### config.mk
export PLATFORM = sky130hd
export DESIGN_NAME = truth_table_sequencer
export DESIGN_NICKNAME = d
export VERILOG_FILES = /design/src/rtl/truth_seq_pkg.sv /design/src/rtl/truth_seq_param_check.sv /design/src/rtl/truth_seq_settle_timer.sv /design/src/rtl/truth_table_sequencer.sv
export SDC_FILE = /design/constraint.sdc
export NUM_CORES = 1
export LEC_CHECK = 0
export BUFFER_PORTS_ARGS = -buffer_cell sky130_fd_sc_hd__buf_2
export CAP_MARGIN = 5
export CORE_AREA = 2 2 39 41
export DETAILED_ROUTE_END_ITERATION = 12
export DIE_AREA = 0 0 41 43
export PLACE_DENSITY = 0.68
export SETUP_SLACK_MARGIN = 0.15
export SLEW_MARGIN = 20
export SYNTH_ARGS = -nofsm -noshare
export SYNTH_HDL_FRONTEND = slang
export SYNTH_SLANG_ARGS = --single-unit
export TNS_END_PERCENT = 20
### constraint.sdc
create_clock -name clk -period 3 [get_ports clk]
set_clock_uncertainty 0.2 [all_clocks]
set_input_delay 0.6 -clock clk [delete_from_list [all_inputs] [get_ports clk]]
set_output_delay 0.6 -clock clk [all_outputs]
set_load 0.01 [all_outputs]
### src/rtl/truth_seq_pkg.sv
// Shared types and sizing helpers for the truth-table sequencer.
package truth_seq_pkg;

    typedef enum logic [1:0] {
        TS_IDLE = 2'd0,
        TS_RUN  = 2'd1,
        TS_DONE = 2'd2
    } ts_state_e;

    localparam int TS_MAX_N_IN = 6;

    // Number of truth-table entries (and bits) for an n_in-input function.
    function automatic int ts_table_width(input int n_in);
        return 32'sd1 << n_in;
    endfunction

endpackage

### src/rtl/truth_seq_param_check.sv
// Elaboration-time legality check of the sequencer parameters.
module truth_seq_param_check
    import truth_seq_pkg::*;
#(
    parameter int N_IN   = 2,
    parameter int SETTLE = 1
) ();

    if ((N_IN < 1) || (N_IN > TS_MAX_N_IN)) begin : g_bad_n_in
        $error("truth_table_sequencer: N_IN=%0d outside 1..%0d", N_IN, TS_MAX_N_IN);
    end

    if (SETTLE < 1) begin : g_bad_settle
        $error("truth_table_sequencer: SETTLE=%0d must be at least 1", SETTLE);
    end

endmodule

### src/rtl/truth_seq_settle_timer.sv
// Loadable down-counter that paces each vector; zero marks the sample cycle.
module truth_seq_settle_timer #(
    parameter int WIDTH = 1
) (
    input  logic             clk,
    input  logic             rst_n,
    input  logic             load,
    input  logic [WIDTH-1:0] load_val,
    input  logic             dec,
    output logic             zero
);

    logic [WIDTH-1:0] count_r;

    // Load has priority; decrement saturates at zero.
    always_ff @(posedge clk or negedge rst_n) begin
        if (!rst_n) begin
            count_r <= {WIDTH{1'b0}};
        end else if (load) begin
            count_r <= load_val;
        end else if (dec && (count_r != {WIDTH{1'b0}})) begin
            count_r <= count_r - {{(WIDTH-1){1'b0}}, 1'b1};
        end else begin
            count_r <= count_r;
        end
    end

    assign zero = (count_r == {WIDTH{1'b0}});

endmodule

### src/rtl/truth_table_sequencer.sv
// Exhaustive truth-table sweep of a small combinational DUT.
// Optional comparator against an expected table: define TRUTH_SEQ_COMPARE_EN.
module truth_table_sequencer
    import truth_seq_pkg::*;
#(
    parameter int N_IN   = 2,
    parameter int SETTLE = 1
) (
    input  logic                              clk,
    input  logic                              rst_n,
    input  logic                              start,
    input  logic                              resp,
`ifdef TRUTH_SEQ_COMPARE_EN
    input  logic [ts_table_width(N_IN)-1:0]   expected,
    output logic                              pass,
    output logic [N_IN:0]                     mismatch_cnt,
`endif
    output logic [N_IN-1:0]                   stim,
    output logic                              busy,
    output logic                              done,
    output logic [ts_table_width(N_IN)-1:0]   table_q
);

    localparam int TBL_W = ts_table_width(N_IN);
    localparam int TMR_W = $clog2(SETTLE) + 1;
    localparam logic [N_IN-1:0]  STIM_LAST  = N_IN'(TBL_W - 1);
    localparam logic [TMR_W-1:0] SETTLE_LD  = TMR_W'(SETTLE - 1);

    truth_seq_param_check #(.N_IN(N_IN), .SETTLE(SETTLE)) u_param_check ();

    ts_state_e          state_r;
    logic [N_IN-1:0]    stim_r;
    logic               busy_r;
    logic               done_r;
    logic [TBL_W-1:0]   table_r;

    logic               settle_zero_s;
    logic               sample_s;
    logic               terminal_s;
    logic               timer_load_s;
    logic               timer_dec_s;

`ifdef TRUTH_SEQ_COMPARE_EN
    logic [TBL_W-1:0]   expected_r;
    logic               pass_r;
    logic [N_IN:0]      mism_r;
    logic               diff_s;
    logic [N_IN:0]      mism_next_s;

    assign diff_s      = resp ^ expected_r[stim_r];
    assign mism_next_s = mism_r + {{N_IN{1'b0}}, diff_s};
`endif

    assign sample_s   = (state_r == TS_RUN) && settle_zero_s;
    // Terminal detection is an explicit compare so stim never relies on wrap.
    assign terminal_s = (stim_r == STIM_LAST);

    // Timer control: reload on acceptance and after every non-final sample.
    always_comb begin
        timer_load_s = 1'b0;
        timer_dec_s  = 1'b0;
        if ((state_r == TS_IDLE) && start) begin
            timer_load_s = 1'b1;
        end else if (sample_s && !terminal_s) begin
            timer_load_s = 1'b1;
        end else begin
            timer_dec_s = (state_r == TS_RUN) && !settle_zero_s;
        end
    end

    truth_seq_settle_timer #(.WIDTH(TMR_W)) u_settle_timer (
        .clk      (clk),
        .rst_n    (rst_n),
        .load     (timer_load_s),
        .load_val (SETTLE_LD),
        .dec      (timer_dec_s),
        .zero     (settle_zero_s)
    );

    // Sweep FSM with vector counter, table capture and comparator.
    always_ff @(posedge clk or negedge rst_n) begin
        if (!rst_n) begin
            state_r    <= TS_IDLE;
            stim_r     <= {N_IN{1'b0}};
            busy_r     <= 1'b0;
            done_r     <= 1'b0;
            table_r    <= {TBL_W{1'b0}};
`ifdef TRUTH_SEQ_COMPARE_EN
            expected_r <= {TBL_W{1'b0}};
            pass_r     <= 1'b0;
            mism_r     <= {(N_IN+1){1'b0}};
`endif
        end else begin
            case (state_r)
                TS_IDLE: begin
                    done_r <= 1'b0;
                    if (start) begin
                        state_r    <= TS_RUN;
                        busy_r     <= 1'b1;
                        stim_r     <= {N_IN{1'b0}};
                        table_r    <= {TBL_W{1'b0}};
`ifdef TRUTH_SEQ_COMPARE_EN
                        expected_r <= expected;
                        pass_r     <= 1'b0;
                        mism_r     <= {(N_IN+1){1'b0}};
`endif
                    end else begin
                        state_r <= TS_IDLE;
                        busy_r  <= 1'b0;
                    end
                end
                TS_RUN: begin
                    if (settle_zero_s) begin
                        table_r[stim_r] <= resp;
`ifdef TRUTH_SEQ_COMPARE_EN
                        mism_r <= mism_next_s;
`endif
                        if (terminal_s) begin
                            state_r <= TS_DONE;
                            busy_r  <= 1'b0;
                            done_r  <= 1'b1;
`ifdef TRUTH_SEQ_COMPARE_EN
                            pass_r  <= (mism_next_s == {(N_IN+1){1'b0}});
`endif
                        end else begin
                            stim_r <= stim_r + {{(N_IN-1){1'b0}}, 1'b1};
                        end
                    end else begin
                        state_r <= TS_RUN;
                    end
                end
                TS_DONE: begin
                    state_r <= TS_IDLE;
                    done_r  <= 1'b0;
                    stim_r  <= {N_IN{1'b0}};
                end
                default: begin
                    state_r <= TS_IDLE;
                    busy_r  <= 1'b0;
                    done_r  <= 1'b0;
                    stim_r  <= {N_IN{1'b0}};
                end
            endcase
        end
    end

    assign stim    = stim_r;
    assign busy    = busy_r;
    assign done    = done_r;
    assign table_q = table_r;
`ifdef TRUTH_SEQ_COMPARE_EN
    assign pass         = pass_r;
    assign mismatch_cnt = mism_r;
`endif

endmodule

# Yosys cells after proc, flatten, opt, wreduce, memory -nomap -nowiden
# Cells that the tools add are included.
[totals]
output_inout_bits = 8
register_bits = 11
in_bits = 4
[classes]
bitwise_logic = 2
reduce_logical = 14
addsub = 2
n_eq_ne = 8
n_mux = 27
magnitude_cmp = 2
[op_table]
columns = ["op", "n"]
rows = [
  ["1-bit 2-to-1 mux", 14],
  ["2-bit 2-to-1 mux", 5],
  ["3-bit AND reduction", 3],
  ["4-bit 2-to-1 mux", 2],
  ["2-bit inequality test (second input constant)", 4],
  ["2-bit case mux with 2 select lines", 2],
  ["4-bit case mux with 2 select lines", 1],
  ["1-bit logical AND", 6],
  ["4-bit bitwise mux", 1],
  ["2-bit == test (second input constant)", 2],
  ["2-bit nonzero test", 2],
  ["2-bit by 3-bit less-than comparator with 1-bit output (second input constant)", 1],
  ["3-bit by 2-bit inequality test with 1-bit output (second input constant)", 1],
  ["1-bit case mux with 3 select lines", 1],
  ["2-bit by 1-bit adder with 2-bit output (second input constant)", 1],
  ["1-bit demux with 2-bit select", 1],
  ["2-bit by 1-bit == test with 1-bit output (second input constant)", 1],
  ["2-bit by 1-bit greater-or-equal comparator with 1-bit output (second input constant)", 1],
  ["2-bit logical NOT", 1],
  ["1-bit inverter", 2],
  ["2-bit AND reduction", 1],
  ["1-bit logical NOT", 1],
  ["1-bit subtractor (second input constant)", 1],
]

# Longest topological paths before layout
# Gate-level depths: netlist of the first run.
[depth]
word_depth = 8
mapped_depth = 5
ltp_nobuf = 4

# Cells and area by module
# Synthesis of the first run repeated with hierarchy kept, for this count alone.
[unflattened]
cells_unflattened = 58
hier_area_um2 = 604.3
[modules_own_cells]
columns = ["mod", "instances", "cells_each", "area_per_inst_um2"]
rows = [
  ["truth_table_sequencer", 1, 54, 559.3],
  ["truth_seq_settle_timer", 1, 4, 45.0],
]

# Worst setup path after synthesis of the first run
# Ideal clock, no wire load.
[synth_path]
path_type = "input -> register"
from = "input port start"
to = "register table_r[0] (netlist: table_q[0])"
path_buffers = 0
t_arrival_ps = 1167
slack_ps = 1507
cell_stages = 3
required_ps = 2674
setup_time_ps = 126
path_cell_list = "nand2b_1 a21o_1 a221o_1"
[synth_between]
elab_chain_cells = 2
[synth_rtl]
columns = ["element", "line", "rtl"]
rows = [
  ["start, declared", "truth_table_sequencer.sv:11", "input logic start,"],
  ["2-bit inequality test (no source line)", "-", ""],
  ["3-bit AND reduction (no source line)", "-", ""],
  ["end signal, assigned", "truth_table_sequencer.sv:87", "table_r <= {TBL_W{1'b0}};"],
  ["end signal, assigned", "truth_table_sequencer.sv:101", "table_r <= {TBL_W{1'b0}};"],
  ["end signal, assigned by index", "truth_table_sequencer.sv:114", "table_r[stim_r] <= resp;"],
  ["end, declared", "truth_table_sequencer.sv:35", "logic [TBL_W-1:0] table_r;"],
]
# No other way between the ends.
# A chain may end at the register's enable or synchronous reset.

# Final worst setup path of the first run
[layout_path]
from = "register stim_r[0] (netlist: stim[0])"
to = "output port stim[0]"
[layout_lines]
columns = ["element", "line", "rtl"]
rows = [
  ["start, declared", "truth_table_sequencer.sv:32", "logic [N_IN-1:0] stim_r;"],
  ["start signal, assigned", "truth_table_sequencer.sv:84", "stim_r <= {N_IN{1'b0}};"],
  ["start signal, assigned", "truth_table_sequencer.sv:100", "stim_r <= {N_IN{1'b0}};"],
  ["start signal, assigned", "truth_table_sequencer.sv:126", "stim_r <= stim_r + {{(N_IN-1){1'b0}}, 1'b1};"],
  ["end, declared", "truth_table_sequencer.sv:18", "output logic [N_IN-1:0] stim,"],
]
# No word-level cell between the ends.

==> results of run 1 <==
[per-stage QoR]
step | instances | util | hold WS [ps]
final | 85 | 0.495 | 298
after detailed placement | 80 | 0.468 | 281
after floorplan | 57 | - | 104
after global routing | 85 | 0.495 | 339
after global placement | 80 | 0.468 | 278
after CTS | 85 | 0.495 | 314
[power groups by stage]
| stage | combinational (mW) | sequential, mW | clock, mW |
|---|---|---|---|
| CTS | 0.290 | 0.271 | 0.103 |
| global route | 0.329 | 0.281 | 0.116 |
| floorplan | 0.239 | 0.268 | 0 |
| global placement | 0.283 | 0.270 | 0 |
| detailed placement | 0.287 | 0.273 | 0 |
| finish | 0.286 | 0.270 | 0.100 |
[flip-flops by register name, indices dropped and copies added, names as in the netlist]
| signal | count |
|---|---|
| busy | 1 |
| table_q | 4 |
| state_r | 2 |
| u_settle_timer.count_r | 1 |
| stim | 2 |
| done | 1 |
[per-layer routing]
metal	vias to the layer above	global-route usage	part of all wire
met5	-	0	0
met4	0	0.100	0.015
met3	2	0.0471	0.042
met2	12	0.222	0.47
met1	219	0.212	0.47
li1	226	-	-
[cells in the final DEF (no fill, tap or decap), types with 2 or more instances in the layout]
master | synthesis | final
dfrtp_1 | 11 | 11
nor3b_1 | 3 | 3
inv_1 | 3 | 3
nand2_1 | 3 | 3
a221o_1 | 3 | 3
clkbuf_4 | 0 | 3
buf_2 | 1 | 11
nand2b_1 | 4 | 4
ha_1 | 5 | 5
nor2_1 | 5 | 5
o21a_1 | 2 | 2
[cells by family (layout without fill, tap and decap cells)]
logic type / Yosys count / count (layout) / synth area share
AND/OR/NAND/NOR: 19 / 19 / 0.174
multiplexers: 1 / 1 / 0.0164
AO/OA/AOI/OAI: 14 / 14 / 0.176
buffers and inverters: 7 / 19 / 0.0818
flip-flops: 11 / 11 / 0.450
adder cells (fa/ha/maj): 5 / 5 / 0.102
[path summary, 6_finish.rpt]
check / start / endpoint / slack [ps]
setup / recovery: stim[0]$_DFFE_PN0P_ / stim[0] / 1280
hold / removal: done$_DFFE_PN0P_ / done$_DFFE_PN0P_ / 300
setup reg to reg: state_r[1]$_DFFE_PN0P_ / table_q[0]$_DFFE_PN0P_ / 1470
hold reg to reg: done$_DFFE_PN0P_ / done$_DFFE_PN0P_ / 300
max in group asynchronous: rst_n / done$_DFFE_PN0P_ / 1880
min in group asynchronous: rst_n / stim[1]$_DFFE_PN0P_ / 520
[cell type report]
| class | count | area, µm² |
|---|---|---|
| Fill cell | 143 | 699 |
| Multi-Input combinational cell | 39 | 287 |
| Sequential cell | 11 | 275 |
| Timing Repair Buffer | 12 | 65.1 |
| Clock buffer | 4 | 26.3 |
| Tap cell | 16 | 20.0 |
| Inverter | 3 | 11.3 |
==> metrics.yaml, run 1 <==
io_buffers: 11
status: "completed"
cts_buffers: 3
setup_slack_ps: 1280
grt_pass1_vias: 463
ant_nets: 0
p_per_area_nw_per_um2: 959
synth_top_area_cell: "dfrtp_1"
die_y_um: 43
synthesis.nets: 66
syn_avg_cell_area_um2: 10.7
synth_edf_count: 0
cts_tree: "built"
p_leak_nw: 0.336
critPathBufInv: 1
via_per_inst: 5.40
grt_pass1_wl_um: 1890
period_share: 0.575
cts_setup_buffers: 0
cp_slowest_stage_delay_ps: 480
maxCapViolations: 0
comb_power_share: 0.436
grt_max_degree: 12
gp_congestion: 0.720
power_mw: 0.656
fmax_mhz: 580
rsz0062_at_grt: "no"
synth.distinct_cells: 25
io_pins: 12
worstSetupStartpointType: "flip-flop"
r2r_cells: 3
area_growth_pct: 11.9
rows: 14
relSlewSlack: 0.786
num_antenna_cells: 0
cp.required_ps: 2200
path_depth: 1
ys_ff_latch: 11
internal_power_mw: 0.391
start_util: 0.442
path_delay_family: "flip-flops"
ys_async_sr_fraction: 1.00
netlist_instances: 57
path_class: "reg -> out"
power_frac_seq: 0.411
ys_warn_count: 0
switching_share: 0.404
clkSinkCount: 11
p_clk_frac: 0.153
clk_pin_slew_ps: 70
place_ws_ps: 1360
synthTopCellsByArea: "dfrtp_1, ha_1, buf_6, a221o_1, nand2b_1"
ys.flop_type: "dfrtp_1"
power.net_switching_mw: 0.265
worst_slew_pin_slew_ps: 321
netlist_area_um2: 612
worstSkewPairLatency_ps: 270
wl_per_cell_um: 12.5
hold_viol_final: 0
cpMaxStageDelayCell: "dfrtp_1"
min_path_cells: 2
cts_resized: 0
worstSetupEndpointType: "primary output"
synth_top_area_share: 0.450
finalSetupViolations: 0
grt.overflow.total: 0
post_dp_cell_area_um2: 648
ys_seq_area_frac: 0.450
cts.htree.levels: 1
fin_crit_ps: 1720
synth.most_common_cell: "dfrtp_1"
antenna_found_initial: 0
crit_chain: "buf_2"
vias: 459
worstHoldPathType: "reg -> reg"
maxSlewViolCount: 0
vdd_drop_max_mv: 0.356
design_area_um2: 684
drt_first_pass_iters: 4
grt.total_usage: 0.161
drc: 0
coreArea_um2: 1380
ys_top_cells_by_count: "dfrtp_1, ha_1, nor2_1"
layout-drive-gt1-share: 0.217
setup_tns_ps: 0
cts_hold_buffers: 1
die-width_um: 41
wl_um: 1060
dp_hpwl_um: 789
arrival_ps: 920
num-nets-final: 79
drt-initial-drc-count: 10
critical_path.max_fanout: 8
cts_root_buffer: "clkbuf_4"
die_area_um2: 1760
cts.path.max_buffers: 2
(Power assumes the default switching activity.)
==> run 2: changes to the inputs <==
--- a/config.mk
+++ b/config.mk
@@ -5,12 +5,12 @@
 export SDC_FILE = /design/constraint.sdc
 export NUM_CORES = 1
 export LEC_CHECK = 0
+export ABC_AREA = 1
 export BUFFER_PORTS_ARGS = -buffer_cell sky130_fd_sc_hd__buf_2
 export CAP_MARGIN = 5
-export CORE_AREA = 2 2 39 41
+export CORE_UTILIZATION = 46
 export DETAILED_ROUTE_END_ITERATION = 12
-export DIE_AREA = 0 0 41 43
-export PLACE_DENSITY = 0.68
+export PLACE_DENSITY = 0.71
 export SETUP_SLACK_MARGIN = 0.15
 export SLEW_MARGIN = 20
 export SYNTH_ARGS = -nofsm -noshare
==> constraint.sdc (replaced) <==
create_clock -name clk -period 1.51 [get_ports clk]
set_clock_uncertainty 0.2 [all_clocks]
set_input_delay 0.302 -clock clk [delete_from_list [all_inputs] [get_ports clk]]
set_output_delay 0.302 -clock clk [all_outputs]
set_load 0.01 [all_outputs]
==> metrics.yaml, run 2 <==
period_share: 0.921
grt.total_usage: 0.236
cts.path.max_buffers: 2
fillers: 104
p_leak_nw: 0.449
route.met2.wl_um: 770
cts_tree: "built"
power_frac_seq: 0.342
rsz0062_at_grt: "yes"
post-place-cells: 109
cp.required_ps: 1010
grt_max_degree: 12
grt_pass1_vias: 505
synth_top_area_cell: "dfrtp_1"
vdd_drop_max_mv: 1.47
cpMaxStageDelayCell: "dfrtp_2"
crit_chain: "buf_6"
grt.overflow.total: 0
gp_congestion: 0.865
io_buffers: 11
cts_buffers: 3
netlist_area_um2: 632
top_layer: "met4"
maxCapViolations: 0
worst_slew_pin_slew_ps: 244
drc: 0
num_antenna_cells: 0
wl_met1_um: 638
synth.distinct_cells: 11
synthesis.nets: 94
die-width_um: 39.1
grt_pass1_wl_um: 2270
hold_viol_final: 0
path_delay_family: "flip-flops"
antenna_found_initial: 0
cts.htree.levels: 1
cp_slowest_stage_delay_ps: 470
ys_seq_area_frac: 0.436
final_common_cell: "nand2_1"
ys_ff_latch: 11
instances_no_fill: 116
area_growth_pct: 29.7
worstSetupEndpointType: "primary output"
arrival_ps: 890
wl_um: 1520
coreArea_um2: 1190
setup_tns_ps: 0
worstHoldPathType: "in -> reg"
p_clk_frac: 0.125
worstSetupStartpointType: "flip-flop"
power.net_switching_mw: 0.736
layout-drive-gt1-share: 0.343
rows: 12
io_pins: 12
critical_path.max_fanout: 6
die_area_um2: 1530
clkSinkCount: 11
path_class: "reg -> out"
via_per_inst: 5.28
maxSlewViolCount: 0
netlist_instances: 85
drt_first_pass_iters: 4
die_y_um: 39.1
fin_crit_ps: 1390
ys.flop_type: "dfrtp_1"
synthTopCellsByArea: "dfrtp_1, nand3_1, nand2_1, ha_1, inv_1"
ant_nets: 0
syn_avg_cell_area_um2: 7.43
ys_top_cells_by_count: "nand2_1, nand3_1, dfrtp_1"
internal_power_mw: 0.857
clk_pin_slew_ps: 70
status: "completed"
comb_power_share: 0.533
worstSkewPairLatency_ps: 270
synth.most_common_cell: "nand2_1"
ys_warn_count: 0
synth_edf_count: 0
cts_root_buffer: "clkbuf_4"
wl_per_cell_um: 13.1
drt-initial-drc-count: 14
critPathBufInv: 1
largest_reg_flops: 4
ys_async_sr_fraction: 1.00
num-nets-final: 112
finalSetupViolations: 0
p_per_area_nw_per_um2: 1940
synth_top_area_share: 0.436
start_util: 0.533
wl_met3_um: 75
relSlewSlack: 0.837
dp_hpwl_um: 991
final_cell_mix: "nand2_1, nand3_1, buf_2, nor2_1, dfrtp_1"
vias: 613
switching_share: 0.462
fmax_mhz: 719
-- run 2: layout make-up --
| class | count | area, µm² | share of cell area |
|---|---|---|---|
| multi-input cells | 62 | 367 | 0.447 |
| flip-flops and latches | 11 | 279 | 0.340 |
| repair buffers | 14 | 86.3 | 0.105 |
| inverters | 11 | 43.8 | 0.0534 |
| clock buffers | 4 | 26.3 | 0.0321 |
| well taps | 14 | 17.5 | 0.0214 |
-- run 2: final timing paths --
check,startpoint,to,cells after the start,slack [ps]
hold / removal,start,busy$_DFFE_PN0P_,3,160
setup / recovery,stim[0]$_DFFE_PN0P_,stim[0],1,120
hold reg to reg,table_q[2]$_DFFE_PN0P_,table_q[2]$_DFFE_PN0P_,2,280
min in group asynchronous,rst_n,state_r[1]$_DFFE_PN0P_,2,230
setup reg to reg,state_r[0]$_DFFE_PN0P_,table_q[0]$_DFFE_PN0P_,5,140
max in group asynchronous,rst_n,stim[0]$_DFFE_PN0P_,2,670
-- run 2: power by group through the flow --
stage / sequential (mW) / combinational [mW] / clock, mW
finish: 0.544 / 0.849 / 0.200
global route: 0.562 / 0.956 / 0.224
CTS: 0.526 / 0.707 / 0.202
detailed placement: 0.515 / 0.672 / 0
global placement: 0.506 / 0.671 / 0
floorplan: 0.512 / 0.483 / 0
-- run 2: routing by layer --
| metal | up-vias | track usage |
|---|---|---|
| met2 | 17 | 0.367 |
| met4 | 0 | 0.129 |
| met5 | - | 0 |
| met1 | 286 | 0.279 |
| li1 | 306 | - |
| met3 | 4 | 0.0867 |
-- run 2: cell families (layout without fill, tap and decap cells) --
kind of cell / after synthesis / count (layout) / share of synthesized area
simple gates: 54 / 54 / 0.364
buf+inv: 12 / 29 / 0.0772
flops: 11 / 11 / 0.436
fa+ha+maj: 5 / 5 / 0.0990
compound gates: 3 / 3 / 0.0238
-- run 2: repair_timing --
action                                 4_1_cts  5_1_grt
resized for setup                            8       15
endpoints found under the hold margin       11        0
hold buffers                                 1        0
setup endpoints to repair                    9        9
pin swaps                                    0        2
buffers inserted                             0        2
-- run 2: through the flow --
| step | area (µm²) | setup slack (ps) | utilization | power (mW) | hold WS (ps) |
|---|---|---|---|---|---|
| 5_1_grt | 820 | 76.0 | 0.691 | 1.74 | 170 |
| 4_1_cts | 751 | 121 | 0.633 | 1.43 | 135 |
| 3_3_place_gp | 697 | 108 | 0.588 | 1.18 | -19.3 |
| 3_5_place_dp | 697 | 99.4 | 0.588 | 1.19 | -18.5 |
| 6_report | 820 | 120 | 0.691 | 1.59 | 165 |
| 2_1_floorplan | 632 | 166 | - | 0.995 | -194 |
==> run 3: changes to the inputs <==
--- a/config.mk
+++ b/config.mk
@@ -10,7 +10,7 @@
 export CAP_MARGIN = 5
 export CORE_UTILIZATION = 46
 export DETAILED_ROUTE_END_ITERATION = 12
-export PLACE_DENSITY = 0.71
+export PLACE_DENSITY = 0.68
 export SETUP_SLACK_MARGIN = 0.15
 export SLEW_MARGIN = 20
 export SYNTH_ARGS = -nofsm -noshare
==> metrics.yaml, run 3 (same netlist as run 2, synthesis figures left out) <==
hold_ws_ps: 176
via_per_inst: 5.11
area_growth_pct: 32.3
clk_pin_slew_ps: 70
grt_pass1_wl_um: 2170
met1_usage: 0.288
die_area_um2: 1530
r2r_start: "stim[0]$_DFFE_PN0P_"
post-place-cells: 110
grt.total_usage: 0.219
rows: 12
final_common_cell: "nand2_1"
grt.overflow.total: 0
worst_slew_pin_slew_ps: 315
maxSlewViolCount: 0
drt-initial-drc-count: 16
regToRegEndpoint: "table_q[2]$_DFFE_PN0P_"
setup_tns_ps: 0
fillers: 101
coreArea_um2: 1190
path_depth: 1
grt_pass1_vias: 490
rrSetupSlack_ps: 130
worstSetupEndpointType: "primary output"
worstSetupStartpointType: "flip-flop"
rsz0062_at_grt: "yes"
vdd_drop_max_mv: 1.04
cp.required_ps: 1010
grt_max_degree: 12
use_met2: 0.308
cp-startpoint: "stim[0]$_DFFE_PN0P_"
cts.path.max_buffers: 2
antenna_found_initial: 0
path_class: "reg -> out"
die-width_um: 39.1
num-nets-final: 113
vias: 598
die_y_um: 39.1
io_buffers: 11
num_antenna_cells: 0
hold_viol_final: 0
fmax_mhz: 724
worstSkewPairLatency_ps: 270
arrival_ps: 880
worstHoldPathType: "in -> reg"
path_delay_family: "flip-flops"
p_per_area_nw_per_um2: 1920
p_leak_nw: 0.453
start_util: 0.533
layout-drive-gt1-share: 0.350
r2r_cells: 7
cts_root_buffer: "clkbuf_4"
gp_congestion: 0.808
ant_nets: 0
wl_per_cell_um: 12.2
status: "completed"
final_cell_mix: "nand2_1, nand3_1, buf_2, nor2_1, dfrtp_1"
finalSetupViolations: 0
instances_no_fill: 117
critPathBufInv: 1
use_met3: 0.0520
clkSinkCount: 11
maxCapViolations: 0
cts.htree.levels: 1
relSlewSlack: 0.790
io_pins: 12
drt_first_pass_iters: 4
crit_chain: "buf_2"
setup_slack_ps: 128
dp_hpwl_um: 951
cts_buffers: 3
period_share: 0.915
busiest_layer: "met2"
crit_end: "stim[0]"
fin_crit_ps: 1380
utilization: 0.705
place_ws_ps: 103
cpMaxStageDelayCell: "dfrtp_2"
critical_path.max_fanout: 7
cts_tree: "built"
wl_um: 1430
largest_reg_flops: 4
drc: 0
cp_slowest_stage_delay_ps: 450
-- run 3: metal layers --
layer | vias to the layer above | part of all wire
met3 | 4 | 0.055
met2 | 25 | 0.48
li1 | 306 | -
met1 | 263 | 0.45
met5 | - | 0
met4 | 0 | 0.019
-- run 3: cell type report --
cell class | count | area (µm²) | area share
clock buffers | 4 | 26.3 | 0.0314
multi-input cells | 62 | 384 | 0.460
repair buffers | 15 | 87.6 | 0.105
well taps | 14 | 17.5 | 0.0210
inverters | 11 | 41.3 | 0.0494
flip-flops and latches | 11 | 279 | 0.334
-- run 3: worst min path at each step --
stage	startpoint	endpoint	slack, ps	depth (start not counted)
floorplan	rst_n	busy$_DFFE_PN0P_	-190	0
global placement	rst_n	busy$_DFFE_PN0P_	-20	1
detailed placement	rst_n	busy$_DFFE_PN0P_	-20	1
CTS	start	busy$_DFFE_PN0P_	120	3
global route	start	busy$_DFFE_PN0P_	200	3
finish	start	busy$_DFFE_PN0P_	180	3
-- run 3: report_power, final --
part           switching, mW  total [mW]  internal, mW  leakage, nW
Clock                  0.101       0.203         0.102       0.0150
Combinational          0.524       0.889         0.365        0.296
Sequential             0.108       0.510         0.402        0.142
-- run 3: through the flow --
| step | power, mW | instance area (µm²) |
|---|---|---|
| 6_report | 1.60 | 836 |
| 5_1_grt | 1.74 | 836 |
| 4_1_cts | 1.43 | 747 |
| 3_5_place_dp | 1.21 | 704 |
| 3_3_place_gp | 1.19 | 704 |
| 2_1_floorplan | 0.995 | 632 |
-- run 3: tightest hold or removal path: cells and delay by family --
kind                   cells  cell delay (ps)
and+or+nand+nor            2              220
buffers and inverters      1               90
-- run 3: timing repair --
action	4_1_cts	5_1_grt
gates cloned	0	0
hold buffers	1	0
gates resized for setup	2	21
endpoints found under the setup margin	9	9
setup buffers	0	2
hold endpoints to repair	11	0
pin swaps	0	4
